### src/rtl/timer_pkg.sv
// Shared types and BCD helpers for the countdown timer.
package timer_pkg;

  typedef enum logic [1:0] {
    IDLE  = 2'd0,
    RUN   = 2'd1,
    PAUSE = 2'd2,
    DONE  = 2'd3
  } state_t;

  localparam logic [3:0] BCD_DIGIT_MAX = 4'd9;

  function automatic logic [3:0] bcd_clamp(input logic [3:0] d);
    return (d > BCD_DIGIT_MAX) ? BCD_DIGIT_MAX : d;
  endfunction

  // Out-of-range digits saturate at 9 so the count is always valid BCD.
  function automatic logic [7:0] bcd_sanitise(input logic [7:0] v);
    return {bcd_clamp(v[7:4]), bcd_clamp(v[3:0])};
  endfunction

  function automatic logic [7:0] bcd_dec(input logic [7:0] v);
    if (v[3:0] == 4'd0) return {v[7:4] - 4'd1, BCD_DIGIT_MAX};
    return {v[7:4], v[3:0] - 4'd1};
  endfunction

endpackage

### src/rtl/tick_gen.sv
// Prescaler: counts 0..DIV-1 while enabled and flags a step on the last count.
module tick_gen #(
  parameter int unsigned DIV = 50000000
) (
  input  logic ck,
  input  logic rs,
  input  logic en,
  input  logic clr,
  output logic step
);

  localparam int unsigned CW = $clog2(DIV);
  localparam logic [CW-1:0] LAST = CW'(DIV - 1);

  logic [CW-1:0] cnt;

  always_ff @(posedge ck or posedge rs) begin
    if (rs) begin
      cnt <= '0;
    end else if (clr) begin
      cnt <= '0;
    end else if (en) begin
      cnt <= (cnt == LAST) ? '0 : cnt + CW'(1);
    end
  end

  assign step = en && (cnt == LAST);

endmodule

### src/rtl/timer_ctrl.sv
// BCD countdown timer with start/pause edge controls.
// Optional auto-reload at terminal count: define TIMER_AUTO_RELOAD_EN.
module timer_ctrl
  import timer_pkg::*;
#(
  parameter int unsigned DIV = 50000000
) (
  input  logic       ck,
  input  logic       rs,
  input  logic       start,
  input  logic       pause,
  input  logic [7:0] preset,
  output logic [7:0] q,
  output logic       busy,
  output logic       done,
  output logic       wrap,
  output state_t     dbg_state
);

`ifdef TIMER_AUTO_RELOAD_EN
  localparam bit AUTO_RELOAD = 1'b1;
`else
  localparam bit AUTO_RELOAD = 1'b0;
`endif

  state_t     state, state_nxt;
  logic       start_prev, pause_prev, armed;
  logic       start_edge, pause_edge;
  logic       step, last_step, run_en;
  logic [7:0] preset_san, q_nxt, reload_val;

  assign preset_san = bcd_sanitise(preset);
  assign start_edge = armed & start & ~start_prev;
  assign pause_edge = armed & pause & ~pause_prev;
  assign run_en     = (state == RUN);
  assign last_step  = run_en & step & (q == 8'h01);

  // armed stays low for the first clock after reset so a level held high
  // through release is captured into prev instead of reading as an edge.
  always_ff @(posedge ck or posedge rs) begin
    if (rs) begin
      start_prev <= 1'b0;
      pause_prev <= 1'b0;
      armed      <= 1'b0;
    end else begin
      start_prev <= start;
      pause_prev <= pause;
      armed      <= 1'b1;
    end
  end

  tick_gen #(.DIV(DIV)) u_tick (
    .ck   (ck),
    .rs   (rs),
    .en   (run_en),
    .clr  (start_edge),
    .step (step)
  );

  always_ff @(posedge ck or posedge rs) begin
    if (rs) state <= IDLE;
    else    state <= state_nxt;
  end

  // start outranks everything; a terminal step outranks a same-cycle pause.
  always_comb begin
    state_nxt = state;
    if (start_edge) begin
      state_nxt = (preset_san == 8'h00) ? DONE : RUN;
    end else begin
      case (state)
        RUN: begin
          if (last_step && !AUTO_RELOAD) state_nxt = DONE;
          else if (pause_edge)           state_nxt = PAUSE;
        end
        PAUSE:   if (pause_edge) state_nxt = RUN;
        default: state_nxt = state;
      endcase
    end
  end

  always_comb begin
    busy = (state == RUN) || (state == PAUSE);
    done = (state == DONE);
  end

  always_comb begin
    q_nxt = q;
    if (start_edge)          q_nxt = preset_san;
    else if (run_en && step) q_nxt = (q == 8'h01) ? reload_val : bcd_dec(q);
  end

  always_ff @(posedge ck or posedge rs) begin
    if (rs) q <= 8'h00;
    else    q <= q_nxt;
  end

`ifdef TIMER_AUTO_RELOAD_EN
  logic [7:0] reload_r;
  logic       wrap_r;

  always_ff @(posedge ck or posedge rs) begin
    if (rs) begin
      reload_r <= 8'h00;
      wrap_r   <= 1'b0;
    end else begin
      if (start_edge) reload_r <= preset_san;
      wrap_r <= last_step & ~start_edge;
    end
  end

  assign reload_val = reload_r;
  assign wrap       = wrap_r;
`else
  assign reload_val = 8'h00;
  assign wrap       = 1'b0;
`endif

  assign dbg_state = state;

endmodule

### config.mk
export PLATFORM = sky130hd
export DESIGN_NAME = timer_ctrl
export DESIGN_NICKNAME = d
export VERILOG_FILES = /design/src/rtl/timer_pkg.sv /design/src/rtl/tick_gen.sv /design/src/rtl/timer_ctrl.sv
export SDC_FILE = /design/constraint.sdc
export NUM_CORES = 1
export LEC_CHECK = 0
export BUFFER_PORTS_ARGS = -buffer_cell sky130_fd_sc_hd__buf_2
export CAP_MARGIN = 20
export CELL_PAD_IN_SITES_DETAIL_PLACEMENT = 0
export CELL_PAD_IN_SITES_GLOBAL_PLACEMENT = 1
export CORE_AREA = 2 2 67 94
export CTS_CLUSTER_DIAMETER = 200
export DETAILED_ROUTE_END_ITERATION = 12
export DIE_AREA = 0 0 69 96
export PLACE_DENSITY = 0.79
export REMOVE_ABC_BUFFERS = 1
export SKIP_LAST_GASP = 1
export SYNTH_ARGS = -nofsm -noshare
export SYNTH_HDL_FRONTEND = slang
export SYNTH_SLANG_ARGS = --single-unit
### constraint.sdc
create_clock -name ck -period 2.1 [get_ports ck]
set_input_delay 0.105 -clock ck [delete_from_list [all_inputs] [get_ports ck]]
set_output_delay 0.105 -clock ck [all_outputs]
set_load 0.005 [all_outputs]
==> results of run 1 <==
[metal layers]
metal | track usage | vias up | wire, um
li1 | - | 986 | -
met1 | 0.182 | 949 | 2180
met2 | 0.321 | 47 | 2800
met3 | 0.0293 | 11 | 180
met4 | 0.0686 | 0 | 102
met5 | 0 | - | 0
[Yosys cell counts, drive strengths merged, types with 3 or more instances]
cell type	n
a31oi	5
dfrtp	39
a21oi	6
xnor2	19
nand4	8
nand3	7
buf	3
nand2	20
inv	16
xor2	5
and3	4
nor2	37
or4	3
or3	3
nor3	10
o21ai	8
nor4	10
clkbuf	9
ha	8
[worst paths after layout]
| check | cells past startpoint | to | slack (ps) |
|---|---|---|---|
| max in group asynchronous | 4 | u_tick.cnt[11]$_DFFE_PP0P_ | 1270 |
| setup reg to reg | 7 | q[2]$_DFFE_PP0P_ | -70 |
| min in group asynchronous | 4 | pause_prev$_DFF_PP0_ | 480 |
| setup / recovery | 7 | q[2]$_DFFE_PP0P_ | -70 |
| hold / removal | 3 | q[3]$_DFFE_PP0P_ | 60 |
| hold reg to reg | 2 | u_tick.cnt[23]$_DFFE_PP0P_ | 550 |
[worst max-delay path: cells and delay by family, from the launching register on]
family          cells  cell delay, ps
compound gates      2             370
flops               1             380
simple gates        3             970
buf+inv             2             300
[through the flow]
| step | util | instance area (um^2) | total power [mW] |
|---|---|---|---|
| floorplan | - | 2190 | 1.22 |
| global placement | 0.453 | 2620 | 1.44 |
| detailed placement | 0.453 | 2620 | 1.45 |
| CTS | 0.480 | 2770 | 2.08 |
| global route | 0.495 | 2860 | 2.19 |
| finish | 0.495 | 2860 | 2.06 |
[flip-flops by register name, summed over array words and instances (netlist names)]
signal      count
pause_prev      1
start_prev      1
q               8
dbg_state       2
u_tick.cnt     26
armed           1
[what timing repair did]
| action | 4_1_cts | 5_1_grt |
|---|---|---|
| setup endpoints to repair | 30 | 33 |
| endpoints found under the hold margin | 41 | 0 |
| resized for setup | 3 | 11 |
| pin swaps | 3 | 4 |
| setup buffers | 1 | 4 |
| hold buffers | 3 | 0 |
[final cells by class]
cell class,instances,area [um^2],share of cell area
Clock inverter,1,30.0,0.0105
Tap cell,70,87.6,0.0306
Inverter,16,60.1,0.0210
Timing Repair Buffer,62,430,0.150
Clock buffer,6,72.6,0.0254
Multi-Input combinational cell,184,1200,0.421
Sequential cell,39,976,0.341
[logic make-up after synthesis]
kind of cell,Yosys count
xor gates and xnor gates,24
DFF,39
and+or+nand+nor,115
other,2
muxes,2
adders and majority gates,8
AOI/OAI and AO/OA,33
buffers and inverters,28
[power groups by stage]
| stage | Sequential, mW | Combinational (mW) | Clock [mW] |
|---|---|---|---|
| after global routing | 0.941 | 0.591 | 0.659 |
| after detailed placement | 0.939 | 0.507 | 0 |
| after global placement | 0.938 | 0.502 | 0 |
| final | 0.925 | 0.524 | 0.607 |
| after floorplan | 0.932 | 0.284 | 0 |
| after CTS | 0.924 | 0.517 | 0.635 |
==> results.md, run 1 <==
- Status: finished, violations left
- Violated checks: setup timing
- Die width: ~69 um
- Post-DP HPWL: roughly 3.7 mm
- Kind of critical path: reg2reg
- Worst Hold Slack: roughly 57 ps
- Period minus WS final: around 2200 ps
- Simple-gate share of the synthesized area: 0.263
- Post-route setup TNS: -256 ps
- Violation count after the first detailed-route iteration: 83
- P_int: 1.45 mW
- Mux cell area share after synthesis: 0.00948
- Die ar.: between 6000 and 7000 um^2
- Final period utilization: 1.03
- Port bufs: 23
- Via Count: between 1500 and 2000
- Logic pwr share: 0.255
- CTS Buffer Depth: 2
- Most frequent cells in the layout: 39 x dfrtp_1, 37 x nor2_1, 33 x buf_4, 23 x buf_2
- First-pass GRT wire length: ~8.9 mm
- Hold Path Class: in2reg
- Worst Tran Pin Value: approximately 500 ps
- H-tree depth: 2
- Top cell type's share of synthesized area: 0.435
- Slowest CP cell: or4_4
- P per Cell Area: ~720 nW/um^2
- # diodes: 0
- Type of origin of the critical path: flop
- Synth Warn #: 0
- Total GRT Usage: 0.167
- Area grow syn2layout: 27.5%
- Die Y: ~96 um
- Synth Area in Compound Gates: 0.0982
- Post-Synth Adder-Cell Area: 0.0446
- Critical path, cell by cell: or4_4 > nor4_4 > nand3_2 > buf_4 > buf_4 > o21ai_0 > a31oi_2
- Crit path arrival time: around 2300 ps
- Worst endpoint required time: roughly 2200 ps
- Post-synthesis sequential area ratio: 0.435
- DRC Markers: 0
- Ys async rst share: 1.00
- Initial core utilization: 0.388
- DR vias/cell: approximately 5.3
- Number of global-route vias before repair: roughly 2000
- Mapped Area: around 2200 um^2
- CP Max Fanout: 4
- Final Wtd Congestion: about 0.83
- Fin cells: between 300 and 400
- Mean Syn Cell Area: between 8 and 9 um^2
- Final setup fails: 7
- Rows: 33
- Critical Path Most Common Cell: buf_4
- Root Driver: clkbuf_8
- Register bit total from synthesis: 39
- Grt total ovfl: 0
- Initial antenna violation count: 0
- Beginning of the critical path: u_tick.cnt[24]$_DFFE_PP0P_
- Share of cells above drive strength 1: 0.260
- Top FF cell, synth: dfrtp_1
- Slew headroom: 0.658
- Number of synthesized flops with an enable pin: 0
- Leak: about 1.3 nW
- Xor and xnor area share after synthesis: 0.0937
- Layout fillers: between 500 and 600
- Synth area leaders: dfrtp_1 44%, xnor2_1 7.4%, nor2_1 6.2%
- CTS tree: built
- Commonest non-fill, non-tap cell in the layout: dfrtp_1
- Core ar.: about 5800 um^2
- Largest family of logic cells by synthesized area: simple AND/OR/NAND/NOR gates
- Psw: between 0.6 and 0.7 mW
- Share of total power in the clock network: 0.295
- Sw frac: 0.297
- Nets: between 300 and 400
- Min-delay src: preset[3]
- Yosys top cell by area: dfrtp_1
- Detailed Route WL: approximately 5.3 mm
- Pre-CTS WS: -180 ps
- Setup crit end kind: flop
- Cells after synthesis: approximately 250
- Hold Vio Cnt, Final: 0
- I/O pins: 25
- Clk_skew: 6.62 ps
- Placed insts: about 360
- DR pass1 iterations: 4
- RR Startpoint: u_tick.cnt[24]$_DFFE_PP0P_
- CTS buffer count: 5
- F_max: between 0.4 and 0.5 GHz
- Synth unique cells: 47
- Fin. max-slew vios: 0
- Clk_lat worst skew: 290 ps
- Sequential Power Share: 0.450
- Peak supply drop: approximately 0.28 mV
- Largest net degree at the start of global routing: 40
- Post-route worst setup slack: -71.3 ps
- CTS sink cnt: 39
- Worst path max stage delay: 560 ps
- Final ANT Viol Nets: 0
- RSZ-0062 raised after global routing: true
- Clock transition at path regs: 80 ps
- Drt wl/cell: approximately 14 um
- MaxCap Viol Count: 0
(Power assumes the default switching activity.)
==> run 2, diff against run 1 <==
CORE_AREA = 2 2 64 90   (was 2 2 67 94)
DIE_AREA = 0 0 66 92   (was 0 0 69 96)
PLACE_DENSITY = 0.82   (was 0.79)
SETUP_SLACK_MARGIN = 0.05   (was not set)
clock period = 2.2 ns   (was 2.1 ns; I/O delays follow)
==> run 2 against run 1 <==
Effect of this change:
- the run now ends clean
- non-clock buffer count fell by 11
- total power rose by 1.5%
- fmax rose by 5.6%
- flip-flop and latch count did not move
- core utilization rose by 2.7 points
- clock skew rose by 1.8 ps
- critical path type unchanged
==> results.md, run 2 (synthesis results as in run 1) <==
- Final ANT Viol Nets: 0
- Drt wl/cell: around 14 um
- Cell family with most CP delay: simple AND/OR/NAND/NOR gates
- Final setup fails: 0
- CP Buf/Inv Count: 0
- Fin. max-slew vios: 0
- Root Driver: clkbuf_8
- DR vias/cell: around 5.3
- GR Util met1: 0.219
- Final period utilization: 0.935
- Die ar.: a little over 6000 um^2
- CTS Buffer Depth: 2
- Placed Area: 2570 um^2
- F_max: around 0.49 GHz
- GRT Max-Usage Layer: met2
- MaxCap Viol Count: 0
- Clk_lat worst skew: about 300 ps
- Leak: between 1 and 1.5 nW
- H-tree depth: 2
- DRC Markers: 0
- Initial core utilization: 0.418
- Critical path, cell by cell: nand4_2 > or3_4 > or4_4 > or3b_1 > a31oi_1
- # diodes: 0
- Detailed Route WL: about 5.3 mm
- Die Y: a little over 90 um
- Tot Pwr: roughly 2.1 mW
- RSZ-0062 raised after global routing: false
- Finished Cell Area: roughly 2800 um^2
- Commonest non-fill, non-tap cell in the layout: dfrtp_1
- CTS buffer count: 5
- Post-DP HPWL: 3.67 mm
- Number of global-route vias before repair: 1879
- Hold Path Class: in2reg
- Nets: about 320
- Violation count after the first detailed-route iteration: 82
- Largest reg by FF count: u_tick.cnt
- Clk_skew: about 8.4 ps
- Period minus WS final: 2060 ps
- Type of origin of the critical path: flop
- CTS tree: built
- DR pass1 iterations: 4
- Crit path arrival time: 2280 ps
- Layout fillers: ~500
- First-pass GRT wire length: about 8.5 mm
- Setup crit end kind: flop
- Largest net degree at the start of global routing: 40
- Worst endpoint required time: 2420 ps
- CTS sink cnt: 39
- Via Count: ~2000
- Hold Vio Cnt, Final: 0
- Status: complete, no violations
- Clock transition at path regs: approximately 80 ps
- Most frequent cells in the layout: 38 x dfrtp_1, 37 x nor2_1, 23 x buf_2, 23 x buf_4, 20 x nand2_1
- Die width: 66 um
- Rows: 32
- Worst Tran Pin Value: 522 ps
- Final Wtd Congestion: 0.765
- I/O pins: 25
- Peak supply drop: a little under 0.4 mV
- Met2 Track Usage GR: 0.322
- Worst path max stage delay: between 500 and 600 ps
- Slew headroom: 0.652
- Slowest CP cell: or4_4
- Kind of critical path: reg2reg
- Total GRT Usage: 0.183
- Post-route setup TNS: 0 ps
- Port bufs: 23
- Number of flip-flops in the largest register: 26
- Share of cells above drive strength 1: 0.238
- Met3 GRT Util: 0.0380
- CP Max Fanout: 4
- Initial antenna violation count: 0
- P per Cell Area: 746 nW/um^2
- Core ar.: 5370 um^2
- Area grow syn2layout: 24.8%
- Grt total ovfl: 0
run 2: cell types whose count changed in the layout (fill, tap and decap cells not counted), sizes merged:
cell      delta
buf         -11
bufinv       +1
clkbuf       -1
clkinvlp     +1
run 2: final cells by class:
type                    count  area (um^2)  share of cell area
multi-input cells         184         1200               0.429
flip-flops and latches     39          977               0.349
repair buffers             51          340               0.122
well taps                  68         85.1              0.0304
clock buffers               5         68.8              0.0246
clock inverters             3         67.6              0.0241
inverters                  16         60.1              0.0215
run 2: worst reg2reg max path, stage by stage, from the launching register on:
cell	delay, ps
dfrtp_1	430
nand4_2	120
or3_4	390
or4_4	540
or3b_1	380
a31oi_1	130
run 2: report_power, final:
group	leakage [nW]	internal, mW	switching, mW
clock	0.0644	0.452	0.270
combinational	0.695	0.234	0.241
sequential	0.502	0.797	0.0922
total	1.26	1.48	0.603
run 2: per-layer routing:
metal  vias up  wire length, um  part of all wire
met5         -                0                 0
met4         0               75             0.014
met3         7              154             0.029
li1        965                -                 -
met2        34             2730              0.52
met1       945             2300              0.44
run 2: timing repair:
action,4_1_cts,5_1_grt
hold buffers,3,0
buffers inserted,0,1
gates resized for setup,3,9
pin swaps,3,2
endpoints found under the hold margin,41,0
endpoints found under the setup margin,22,24
run 2: metrics by stage:
| step | instances | hold slack (ps) | util | setup WS (ps) |
|---|---|---|---|---|
| after CTS | 365 | 46.0 | 0.512 | 73.0 |
| final | 366 | 49.7 | 0.522 | 144 |
| after floorplan | 239 | 141 | - | -295 |
| after global routing | 366 | 78.2 | 0.522 | 49.8 |
| after detailed placement | 354 | 242 | 0.478 | -70.6 |
| after global placement | 354 | 237 | 0.478 | -1.39 |
run 2: final timing paths:
check	cells after the start	endpoint	slack, ps	start
setup reg to reg	5	u_tick.cnt[25]$_DFFE_PP0P_	140	u_tick.cnt[12]$_DFFE_PP0P_
min in group asynchronous	4	armed$_DFF_PP0_	470	rs
hold reg to reg	2	u_tick.cnt[23]$_DFFE_PP0P_	560	u_tick.cnt[23]$_DFFE_PP0P_
hold / removal	3	q[3]$_DFFE_PP0P_	50	preset[3]
max in group asynchronous	4	u_tick.cnt[9]$_DFFE_PP0P_	1340	rs
setup / recovery	5	u_tick.cnt[25]$_DFFE_PP0P_	140	u_tick.cnt[12]$_DFFE_PP0P_
==> run 3, diff against run 2 <==
SETUP_SLACK_MARGIN = 0.15   (was 0.05)
==> run 3 against run 2 <==
Effect of this change:
- flip-flop and latch count did not move
- largest cell class unchanged
- hold slack got worse by 1.3 ps
- first-iteration DRC count rose by 27%
- critical path type unchanged
- count of clock-buffer cells in the layout did not move
- setup slack improved by 60 ps
- clock power barely moved
- clock skew rose by 1.3 ps
- core utilization rose by 1.3 points
- sequential power barely moved
==> results.md, run 3 (synthesis results as in run 1) <==
- Status: complete, no violations
- Worst Tran Pin Value: around 520 ps
- Root Driver: clkbuf_8
- Core ar.: 5370 um^2
- H-tree depth: 2
- Clk_lat worst skew: around 300 ps
- Worst reg-to-reg path cell count: 5
- Hold Path Class: in2reg
- Peak supply drop: 0.395 mV
- Post-route worst setup slack: roughly 200 ps
- P per Cell Area: 733 nW/um^2
- Worst path max stage delay: 550 ps
- Most frequent cells in the layout: 39 x dfrtp_1, 37 x nor2_1, 27 x buf_4, 23 x buf_2
- R2R Setup Slk: just over 200 ps
- Final ANT Viol Nets: 0
- CTS Buffer Depth: 2
- F_max: between 0.5 and 0.6 GHz
- Pre-CTS WS: -70.6 ps
- Initial antenna violation count: 0
- Nets: ~320
- Number of flip-flops in the largest register: 26
- RSZ-0062 raised after global routing: true
- Drt wl/cell: about 14 um
- Area grow syn2layout: 27.8%
- Largest reg by FF count: u_tick.cnt
- Worst Hold Slack: a little under 50 ps
- Detailed Route WL: 5.32 mm
- Placed Area: approximately 2600 um^2
- Commonest non-fill, non-tap cell in the layout: dfrtp_1
- RR Startpoint: u_tick.cnt[7]$_DFFE_PP0P_
- DR vias/cell: 5.36
- I/O pins: 25
- Post-DP HPWL: 3.67 mm
- Type of origin of the critical path: flop
- First-pass GRT wire length: about 8.7 mm
- Grt total ovfl: 0
- Final Wtd Congestion: roughly 0.76
- # diodes: 0
- Finished Cell Area: about 2900 um^2
- Worst endpoint required time: ~2400 ps
- Crit path arrival time: 2220 ps
- Initial core utilization: 0.418
- Cell family with most CP delay: simple AND/OR/NAND/NOR gates
- Final period utilization: 0.908
- Period minus WS final: around 2000 ps
- Hold endpoint: q[3]$_DFFE_PP0P_
- CP Max Fanout: 4
- Die Y: between 90 and 100 um
- Share of cells above drive strength 1: 0.258
- Worst R2R End: q[2]$_DFFE_PP0P_
- Critical path, cell by cell: or4_4 > nor4_4 > nand3_2 > or4b_4 > a31oi_1
- CTS sink cnt: 39
- Final setup fails: 0
- MaxCap Viol Count: 0
- Slowest CP cell: or4_4
- Fin. max-slew vios: 0
- Slew headroom: 0.656
- CTS tree: built
- Clk_skew: 9.72 ps
- Hold path cells: 3
- Min-delay src: preset[3]
- Clock transition at path regs: roughly 80 ps
- Leak: between 1 and 1.5 nW
- Die ar.: a little over 6000 um^2
- Setup crit end kind: flop
- Hold Vio Cnt, Final: 0
- Die width: between 60 and 70 um
- Violation count after the first detailed-route iteration: about 100
- Via Count: slightly below 2000
- Port bufs: 23
- CP Buf/Inv Count: 0
- Total GRT Usage: 0.187
- Number of global-route vias before repair: 1935
- Tot Pwr: around 2.1 mW
- DRC Markers: 0
- Kind of critical path: reg2reg
- DR pass1 iterations: 4
- Largest net degree at the start of global routing: 40
- Rows: 32
- CTS buffer count: 5
## run 3: how the worst max path moves through the flow
stage,start,cells after the start,end,slack [ps]
6_report,u_tick.cnt[7]$_DFFE_PP0P_,5,q[2]$_DFFE_PP0P_,200
5_1_grt,u_tick.cnt[7]$_DFFE_PP0P_,5,q[2]$_DFFE_PP0P_,90
4_1_cts,u_tick.cnt[7]$_DFFE_PP0P_,6,dbg_state[1]$_DFFE_PP0P_,140
3_5_place_dp,u_tick.cnt[7]$_DFFE_PP0P_,5,q[2]$_DFFE_PP0P_,-70
3_3_place_gp,u_tick.cnt[7]$_DFFE_PP0P_,5,q[2]$_DFFE_PP0P_,-1
2_1_floorplan,u_tick.cnt[7]$_DFFE_PP0P_,5,q[1]$_DFFE_PP0P_,-300
## run 3: metal layers
layer	share of wire	global-route usage	routed length, um	up-vias
met1	0.43	0.220	2270	956
met4	0.014	0.0561	77	0
li1	-	-	-	976
met2	0.53	0.333	2810	42
met3	0.031	0.0380	163	8
met5	0	0	0	-
## run 3: worst register-to-register path, delay by kind of cell (launching register included)
family / cells / cell delay (ps)
flip-flops: 1 / 380
AO/OA/AOI/OAI: 1 / 130
AND/OR/NAND/NOR: 4 / 1420
## run 3: per-stage QoR
| stage | cells | setup TNS (ps) | utilization |
|---|---|---|---|
| finish | 370 | 0 | 0.535 |
| global route | 370 | 0 | 0.535 |
| CTS | 369 | 0 | 0.523 |
| detailed placement | 354 | -70.6 | 0.478 |
| global placement | 354 | -1.39 | 0.478 |
| floorplan | 239 | -960 | - |
## run 3: cell type report
type / count / area (um^2)
Clock buffer: 5 / 68.8
Timing Repair Buffer: 55 / 379
Inverter: 16 / 60.1
Fill cell: 494 / 2500
Clock inverter: 3 / 67.6
Tap cell: 68 / 85.1
Sequential cell: 39 / 976
Multi-Input combinational cell: 184 / 1230
## run 3: what timing repair did
| action | in CTS | in global routing |
|---|---|---|
| gates cloned | 0 | 0 |
| hold buffers | 3 | 0 |
| resized for setup | 11 | 11 |
| buffers inserted | 4 | 1 |
| hold endpoints to repair | 41 | 0 |
| setup endpoints to repair | 27 | 33 |
| pin swaps | 7 | 6 |
## run 3: report_power, final
group          total [mW]  internal, mW  switching [mW]
Clock               0.721         0.452           0.269
Sequential          0.891         0.797          0.0940
Combinational       0.491         0.246           0.245
